### config.mk
export PLATFORM = sky130hd
export DESIGN_NAME = inst_fetch_flat
export DESIGN_NICKNAME = d
export VERILOG_FILES = /design/src/rtl/inst_fetch_pkg.sv /design/src/rtl/inst_fetch_if.sv /design/src/rtl/inst_fetch_if_id.sv /design/src/rtl/inst_fetch.sv /design/src/flat_wrapper.sv
export SDC_FILE = /design/constraint.sdc
export NUM_CORES = 1
export LEC_CHECK = 0
export BUFFER_PORTS_ARGS = -buffer_cell sky130_fd_sc_hd__buf_2
export CAP_MARGIN = 20
export CORE_ASPECT_RATIO = 0.8
export CORE_UTILIZATION = 40
export CTS_BUF_LIST = sky130_fd_sc_hd__clkbuf_8
export DETAILED_ROUTE_END_ITERATION = 12
export PLACE_DENSITY_LB_ADDON = 0.12
export SYNTH_ARGS = -nofsm -noshare
export SYNTH_HDL_FRONTEND = slang
export SYNTH_SLANG_ARGS = --single-unit
### constraint.sdc
create_clock -name clk -period 4.95 [get_ports clk]
set_clock_uncertainty 0.15 [all_clocks]
set_input_delay 1.485 -clock clk [delete_from_list [all_inputs] [get_ports clk]]
set_output_delay 1.485 -clock clk [all_outputs]
set_load 0.02 [all_outputs]
### src/rtl/inst_fetch_pkg.sv
// inst_fetch_pkg: shared types and constants for the SammingCPU fetch front end.
// Holds the address/instruction types, the IF/ID bundle and alignment helper.
package inst_fetch_pkg;

    typedef logic [31:0] inst_addr_t;
    typedef logic [31:0] inst_t;

    localparam inst_addr_t RESET_VECTOR = 32'h0000_0000;
    localparam inst_addr_t PC_INC       = 32'd4;
    localparam inst_t      ZERO_WORD    = 32'h0000_0000;
    localparam inst_t      NOP_INST     = ZERO_WORD;
    localparam logic       CHIP_ENABLE  = 1'b1;
    localparam logic       CHIP_DISABLE = 1'b0;

    typedef struct packed {
        inst_addr_t pc;
        inst_t      inst;
        logic       valid;
        logic       addr_err;
    } if_id_t;

    localparam if_id_t IF_ID_BUBBLE = '{
        pc:       ZERO_WORD,
        inst:     NOP_INST,
        valid:    1'b0,
        addr_err: 1'b0
    };

    function automatic logic misaligned(inst_addr_t a);
        return a[1:0] != 2'b00;
    endfunction

endpackage

### src/rtl/inst_fetch_if.sv
// inst_fetch_if: instruction ROM bus between fetch (master) and ROM (slave).
// Ports: rom_ce/rom_addr from fetch, rom_inst combinational return from ROM.
interface inst_fetch_if;
    import inst_fetch_pkg::*;

    logic       rom_ce;
    inst_addr_t rom_addr;
    inst_t      rom_inst;

    modport master (
        output rom_ce,
        output rom_addr,
        input  rom_inst
    );

    modport slave (
        input  rom_ce,
        input  rom_addr,
        output rom_inst
    );

endinterface

### src/rtl/inst_fetch_if_id.sv
// if_id: IF/ID pipeline register with bubble, load and hold controls.
// Ports: clk, rst (async high), bubble (wins), load, d bundle in, q bundle out.
module if_id
    import inst_fetch_pkg::*;
(
    input  logic   clk,
    input  logic   rst,
    input  logic   bubble,
    input  logic   load,
    input  if_id_t d,
    output if_id_t q
);

    always_ff @(posedge clk or posedge rst) begin
        if (rst) begin
            q <= IF_ID_BUBBLE;
        end else if (bubble) begin
            q <= IF_ID_BUBBLE;
        end else if (load) begin
            q <= d;
        end
    end

endmodule

### src/rtl/inst_fetch.sv
// inst_fetch: PC register, next-PC selection and ROM drive for the IF stage.
// Ports: clk, rst, stall, flush/new_pc, branch_flag/branch_target_addr,
// rom (inst_fetch_if.master), id_pc/id_inst/id_valid/id_addr_err to ID.
// Build option: BRANCH_DELAY_SLOT_EN keeps the delay-slot instruction on a
// branch; when undefined the sequential instruction is squashed.
module inst_fetch
    import inst_fetch_pkg::*;
#(
    parameter inst_addr_t RESET_PC = RESET_VECTOR
) (
    input  logic                clk,
    input  logic                rst,
    input  logic                stall,
    input  logic                flush,
    input  inst_addr_t          new_pc,
    input  logic                branch_flag,
    input  inst_addr_t          branch_target_addr,
    inst_fetch_if.master        rom,
    output inst_addr_t          id_pc,
    output inst_t               id_inst,
    output logic                id_valid,
    output logic                id_addr_err
);

`ifdef BRANCH_DELAY_SLOT_EN
    localparam logic SQUASH_ON_BRANCH = 1'b0;
`else
    localparam logic SQUASH_ON_BRANCH = 1'b1;
`endif

    logic       ce_q;
    inst_addr_t pc_q;
    inst_addr_t pc_d;
    logic       misal;
    logic       bubble;
    logic       load;
    if_id_t     fetch_d;
    if_id_t     id_q;

    assign misal        = misaligned(pc_q);
    // A misaligned PC must not reach the ROM; the fault rides down IF/ID.
    assign rom.rom_ce   = (ce_q && !misal) ? CHIP_ENABLE : CHIP_DISABLE;
    assign rom.rom_addr = pc_q;

    always_comb begin
        pc_d = pc_q;
        if (ce_q) begin
            if (flush) begin
                pc_d = new_pc;
            end else if (stall) begin
                pc_d = pc_q;
            end else if (branch_flag) begin
                pc_d = branch_target_addr;
            end else begin
                pc_d = pc_q + PC_INC;
            end
        end
    end

    always_ff @(posedge clk or posedge rst) begin
        if (rst) begin
            ce_q <= CHIP_DISABLE;
            pc_q <= RESET_PC;
        end else begin
            ce_q <= CHIP_ENABLE;
            pc_q <= pc_d;
        end
    end

    // Flush beats stall; a branch is only seen when not stalled.
    assign bubble = !ce_q || flush
                  || (!stall && branch_flag && SQUASH_ON_BRANCH);
    assign load   = !stall;

    assign fetch_d = '{
        pc:       pc_q,
        inst:     misal ? NOP_INST : rom.rom_inst,
        valid:    1'b1,
        addr_err: misal
    };

    if_id u_if_id (
        .clk    (clk),
        .rst    (rst),
        .bubble (bubble),
        .load   (load),
        .d      (fetch_d),
        .q      (id_q)
    );

    assign id_pc       = id_q.pc;
    assign id_inst     = id_q.inst;
    assign id_valid    = id_q.valid;
    assign id_addr_err = id_q.addr_err;

endmodule

### src/flat_wrapper.sv
// flat-port wrapper written by rule: the top's interface ports become plain ports
module inst_fetch_flat import inst_fetch_pkg::*;
#(
    parameter inst_addr_t RESET_PC = RESET_VECTOR
)
  (clk, rst, stall, flush, new_pc, branch_flag, branch_target_addr, id_pc, id_inst, id_valid, id_addr_err, rom_rom_ce, rom_rom_addr, rom_rom_inst);
  inst_fetch_if rom_i ();
  input  logic clk;
  input  logic rst;
  input  logic stall;
  input  logic flush;
  input  inst_addr_t new_pc;
  input  logic branch_flag;
  input  inst_addr_t branch_target_addr;
  output inst_addr_t id_pc;
  output inst_t id_inst;
  output logic id_valid;
  output logic id_addr_err;
  output wire logic [$bits(rom_i.rom_ce)-1:0] rom_rom_ce;
  output wire logic [$bits(rom_i.rom_addr)-1:0] rom_rom_addr;
  input wire logic [$bits(rom_i.rom_inst)-1:0] rom_rom_inst;
  assign rom_rom_ce = rom_i.rom_ce;
  assign rom_rom_addr = rom_i.rom_addr;
  assign rom_i.rom_inst = rom_rom_inst;
  inst_fetch #(.RESET_PC(RESET_PC)) u_core (.clk(clk), .rst(rst), .stall(stall), .flush(flush), .new_pc(new_pc), .branch_flag(branch_flag), .branch_target_addr(branch_target_addr), .rom(rom_i), .id_pc(id_pc), .id_inst(id_inst), .id_valid(id_valid), .id_addr_err(id_addr_err));
endmodule
==> results of run 1 <==
final cells by class:
cell class              count  area [um2]
well taps                 148         185
clock inverters             6        56.3
flip-flops and latches     99        2480
multi-input cells         303        2140
clock buffers              10         138
inverters                   8        32.5
fillers                  1088        5460
repair buffers            209        1070
sequential cells by signal, summed over array words and instances (netlist names):
signal	cells
u_core.u_if_id.q	66
u_core.ce_q	1
u_core.rom.rom_addr	32
cell families (layout without fill, tap and decap cells):
logic type,count (synthesis),count (layout),share of synthesized area
compound gates,177,177,0.288
fa+ha+maj,1,1,0.00262
buf+inv,44,233,0.0400
flops,99,99,0.518
mux,10,10,0.0209
other cells,1,1,0.000785
simple gates,114,114,0.129
power breakdown:
| part | switching [mW] | internal [mW] | total [mW] |
|---|---|---|---|
| clock | 0.313 | 0.208 | 0.522 |
| sequential | 0.105 | 0.862 | 0.967 |
| combinational | 0.222 | 0.145 | 0.367 |
worst max-delay path, cell delays in order:
cell and delay (ps):
buf_2 290, nor2b_1 720, buf_4 320, a22oi_1 100, o311a_1 150, o21ai_0 140
cells in the final DEF, fill, tap and decap left out, types with 3 or more instances in the layout:
master     Yosys  routed
nand4_1        9       9
o21ai_0       24      24
a31oi_1        3       3
nor2_1        25      24
and3_1         8       8
mux2i_1       10      10
and2_1         3       3
a21o_1         4       4
a221oi_1       3       3
a211oi_1       5       5
dfrtp_1       99      99
clkbuf_8       0      10
a22o_1        73      73
a31o_2         4       4
o31a_1         3       3
nand2_1       23      23
nor4_1         6       5
buf_2          3     199
o211ai_1       4       4
a22oi_1        8       8
o311ai_0       4       4
o22ai_1        6       6
nand3_1       16      16
nor3_1         5       5
inv_1          8       7
o2bb2ai_1      6       6
buf_4          0      10
a311oi_1       6       6
a21oi_1       12      11
path summary, 6_finish.rpt:
check	end	slack [ps]	start
hold / removal	u_core.u_if_id.q[1]$_DFFE_PP0P_	330	u_core.u_if_id.q[1]$_DFFE_PP0P_
setup / recovery	u_core.rom.rom_addr[15]$_DFFE_PP0P_	1880	branch_flag
max in group asynchronous	u_core.rom.rom_addr[23]$_DFFE_PP0P_	2730	rst
hold reg to reg	u_core.u_if_id.q[1]$_DFFE_PP0P_	330	u_core.u_if_id.q[1]$_DFFE_PP0P_
setup reg to reg	u_core.rom.rom_addr[24]$_DFFE_PP0P_	2410	u_core.rom.rom_addr[5]$_DFFE_PP0P_
min in group asynchronous	u_core.u_if_id.q[41]$_DFFE_PP0P_	1140	rst
metal layers:
| metal | up-vias | track usage |
|---|---|---|
| met3 | 20 | 0.0725 |
| met5 | - | 0 |
| met4 | 2 | 0.0686 |
| li1 | 2113 | - |
| met1 | 2224 | 0.352 |
| met2 | 203 | 0.370 |
per-stage QoR:
stage / cells / total power [mW]
after global routing: 783 / 1.96
after CTS: 782 / 1.87
final: 783 / 1.86
after floorplan: 446 / 1.18
after detailed placement: 766 / 1.35
after global placement: 766 / 1.35
==> flow_summary.toml, run 1 <==
[layout]
diodes = 0
design_area_um2 = 6100
final_core_util = 0.528
nets = 732
drive_above_1_share = 0.386
area_delta_synth_final_pct = 27.7

[sta]
setup_viol = 0
rsz0062_at_grt = "no"
report.final.hold_viol_count = 0
fin_setup_tns_ps = 0
slew_headroom = 0.246
fin_crit_sh = 0.620
worst_pin_slew_ps = 1120
worst_slack_ps = 1880
drv_slew = 0
whs_ps = 332
fin_crit_ps = 3070
max_freq_mhz = 326

[drt]
via_per_inst = 5.83
vias = 4562
antenna_left = 0
drt_iter0_drc = 381
wl_met2_um = 6510
met1Wirelength_um = 6870
drt_wl_total_um = 14900
drc_errors = 0
top_layer_used = "met5"
firstDrtPassIters = 5
wire_per_inst_um = 19.0
route.met3.wl_um = 1260

[clocking]
cts_tree = "yes"
cts_hold_buffers = 0
clock_path_buffers = 2
cts.clk_slew.worst_paths_ps = 90
cts_buffers = 9
postCtsSetupRepairBufs = 0
root_buffer = "clkbuf_8"
clk_latency_ps = 380
h-tree-depth = 3
ctsResizeCount = 0
numClockSinks = 99

[yosys]
syn-num-nets = 548
yosys-top-cells-count = "dfrtp_1, a22o_1, clkbuf_1"
yosysMostFrequentCell = "dfrtp_1"
ys_seq_area_frac = 0.518
synthFlopType = "dfrtp_1"
yosysUniqueCellTypes = 56
synth_top_area_frac = 0.518
avgSynthCellArea_um2 = 10.7
synthCells = 446
syn_area_um2 = 4780
synth_top_area_cell = "dfrtp_1"
yosys-top-cells-area = "dfrtp_1, a22o_1, o21ai_0"
ys_ff_latch = 99
synth_warnings = 0
postSynth.asyncResetShare = 1.00
synth_edf_count = 0

[setup_path]
required_ps = 5100
rr_worst_depth = 4
crit_arrival_ps = 3220
endpoint_kind = "register"
start_kind = "input pin"
criticalPathCategory = "input pin to register"
crit_fanout = 17

[floorplanning]
die_area_um2 = 12400
core_um2 = 11600
die_width_um = 124
die_h_um = 99.8
row_count = 35
ios = 200
initial_core_util = 0.413

[global_route]
grt_max_degree = 77
grt_pass1_wl_um = 24200
grt-ovfl-total = 0
antenna_found_initial = 1
grt_pass1_vias = 4569
grt_usage = 0.248

[power]
p_leak_nw = 3.09
vdd_drop_max_mv = 0.134
p_per_area_nw_per_um2 = 304

[place]
place_ws_ps = 1520
dpl_cell_area_um2 = 5900
io_buffers = 199
hpwl_um = 10400
routabilityCongestion = 0.799

[job]
drv_cap = 0

[hold_path]
hold_depth = 1
hold_class = "register to register"

[outcome]
status = "completed"
(Power assumes the default switching activity.)
==> inputs of run 2 (changes only) <==
clock period = 2.96 ns   (was 4.95 ns; I/O delays follow)
==> run 2 against run 1 <==
- worst hold slack got worse by 0.62 ps
- routed wire length fell by 0.58%
- largest cell class unchanged
- largest power group unchanged
- core utilization rose by 0.60 points
- cell count rose by 1.1%
- critical path depth fell by 2
- clock power rose by 47%
- combinational power rose by 74%
- flip-flop and latch count did not move
- die area did not move
- count of clock-buffer cells in the layout fell by 1
- sequential power rose by 66%
==> flow_summary.toml, run 2 (synthesized netlist as in run 1, its figures left out) <==
[floorplanning]
die_h_um = 99.8
initial_core_util = 0.413
row_count = 35
ios = 200
die_area_um2 = 12400
die_width_um = 124
core_um2 = 11600

[place]
hpwl_um = 10500
io_buffers = 199
routabilityCongestion = 0.833
place_ws_ps = 305
dp.cells = 776

[drt]
wire_per_inst_um = 18.7
drt_iter0_drc = 377
drc_errors = 0
antenna_left = 0
vias = 4632
drt_wl_total_um = 14800
via_per_inst = 5.85
firstDrtPassIters = 4

[global_route]
grt_usage = 0.241
grt-ovfl-total = 0
grt_busiest_layer = "met2"
grt_pass1_wl_um = 23700
grt_max_degree = 100
grt_pass1_vias = 4380
grt_use_met2 = 0.368
antenna_found_initial = 0
met3_usage = 0.0506
grt_use_met1 = 0.349

[clocking]
clk_latency_ps = 360
clock_path_buffers = 2
numClockSinks = 99
ctsResizeCount = 0
root_buffer = "clkbuf_8"
postCtsSetupRepairBufs = 0
cts.clk_slew.worst_paths_ps = 100
h-tree-depth = 3
cts_hold_buffers = 0
cts_buffers = 9
cts_tree = "yes"

[setup_path]
required_ps = 3040
start_kind = "register"
endpoint_kind = "register"
crit_fanout = 10
crit_arrival_ps = 2480
criticalPathCategory = "register to register"

[power]
vdd_drop_max_mv = 0.224
p_leak_nw = 3.13
totalPowerFinal_mw = 3.01
p_per_area_nw_per_um2 = 488

[sta]
report.final.hold_viol_count = 0
fin_setup_tns_ps = 0
rsz0062_at_grt = "no"
slew_headroom = 0.504
setup_viol = 0
fin_crit_sh = 0.808
fin_crit_ps = 2390
worst_slack_ps = 567
max_freq_mhz = 418
worst_pin_slew_ps = 737
drv_slew = 0

[layout]
largest_reg_flops = 66
fill_cells = 1102
fin_cells = 792
area_delta_synth_final_pct = 29.2
largest-register = "u_core.u_if_id.q"
diodes = 0
final_common_cell = "buf_2"
drive_above_1_share = 0.388
final_cell_mix = "buf_2, dfrtp_1, a22o_1"
nets = 741

[job]
drv_cap = 0

[hold_path]
hold_class = "register to register"

[outcome]
status = "completed"
-- run 2: final timing paths --
kind	from	endpoint	slack, ps	cells past startpoint
setup / recovery	u_core.rom.rom_addr[7]$_DFFE_PP0P_	u_core.rom.rom_addr[21]$_DFFE_PP0P_	570	4
hold / removal	u_core.u_if_id.q[64]$_DFFE_PP0P_	u_core.u_if_id.q[64]$_DFFE_PP0P_	330	1
setup reg to reg	u_core.rom.rom_addr[7]$_DFFE_PP0P_	u_core.rom.rom_addr[21]$_DFFE_PP0P_	570	4
hold reg to reg	u_core.u_if_id.q[64]$_DFFE_PP0P_	u_core.u_if_id.q[64]$_DFFE_PP0P_	330	1
max in group asynchronous	rst	u_core.u_if_id.q[12]$_DFFE_PP0P_	1730	3
min in group asynchronous	rst	u_core.u_if_id.q[27]$_DFFE_PP0P_	510	3
-- run 2: final cells by class --
class                   count  area, um2  area share
clock buffers               9        124      0.0201
clock inverters             7       38.8     0.00628
inverters                   8       33.8     0.00547
multi-input cells         303       2140       0.346
flip-flops and latches     99       2480       0.401
well taps                 148        185      0.0300
repair buffers            218       1180       0.191
-- run 2: stage by stage --
| stage | util | instance area, um2 | hold slack, ps |
|---|---|---|---|
| 6_report | 0.534 | 6170 | 331 |
| 5_1_grt | 0.534 | 6170 | 363 |
| 4_1_cts | 0.534 | 6170 | 336 |
| 3_5_place_dp | 0.520 | 6010 | 315 |
| 3_3_place_gp | 0.520 | 6010 | 305 |
| 2_1_floorplan | - | 4780 | 385 |
-- run 2: layer usage --
metal | routed length [um] | vias to the layer above
met3 | 1020 | 16
met5 | 0 | -
met2 | 6690 | 201
met4 | 201 | 0
met1 | 6870 | 2285
li1 | - | 2130
-- run 2: where the power goes --
group,leakage [nW],internal [mW],switching [mW]
sequential,1.31,1.44,0.167
clock,0.0850,0.296,0.471
combinational,1.73,0.258,0.380
-- run 2: worst max-delay path, cell delays in order (launching register included) --
cell	delay [ps]
dfrtp_1	520
nand4_2	310
or4_2	750
o311ai_0	400
o211ai_1	150
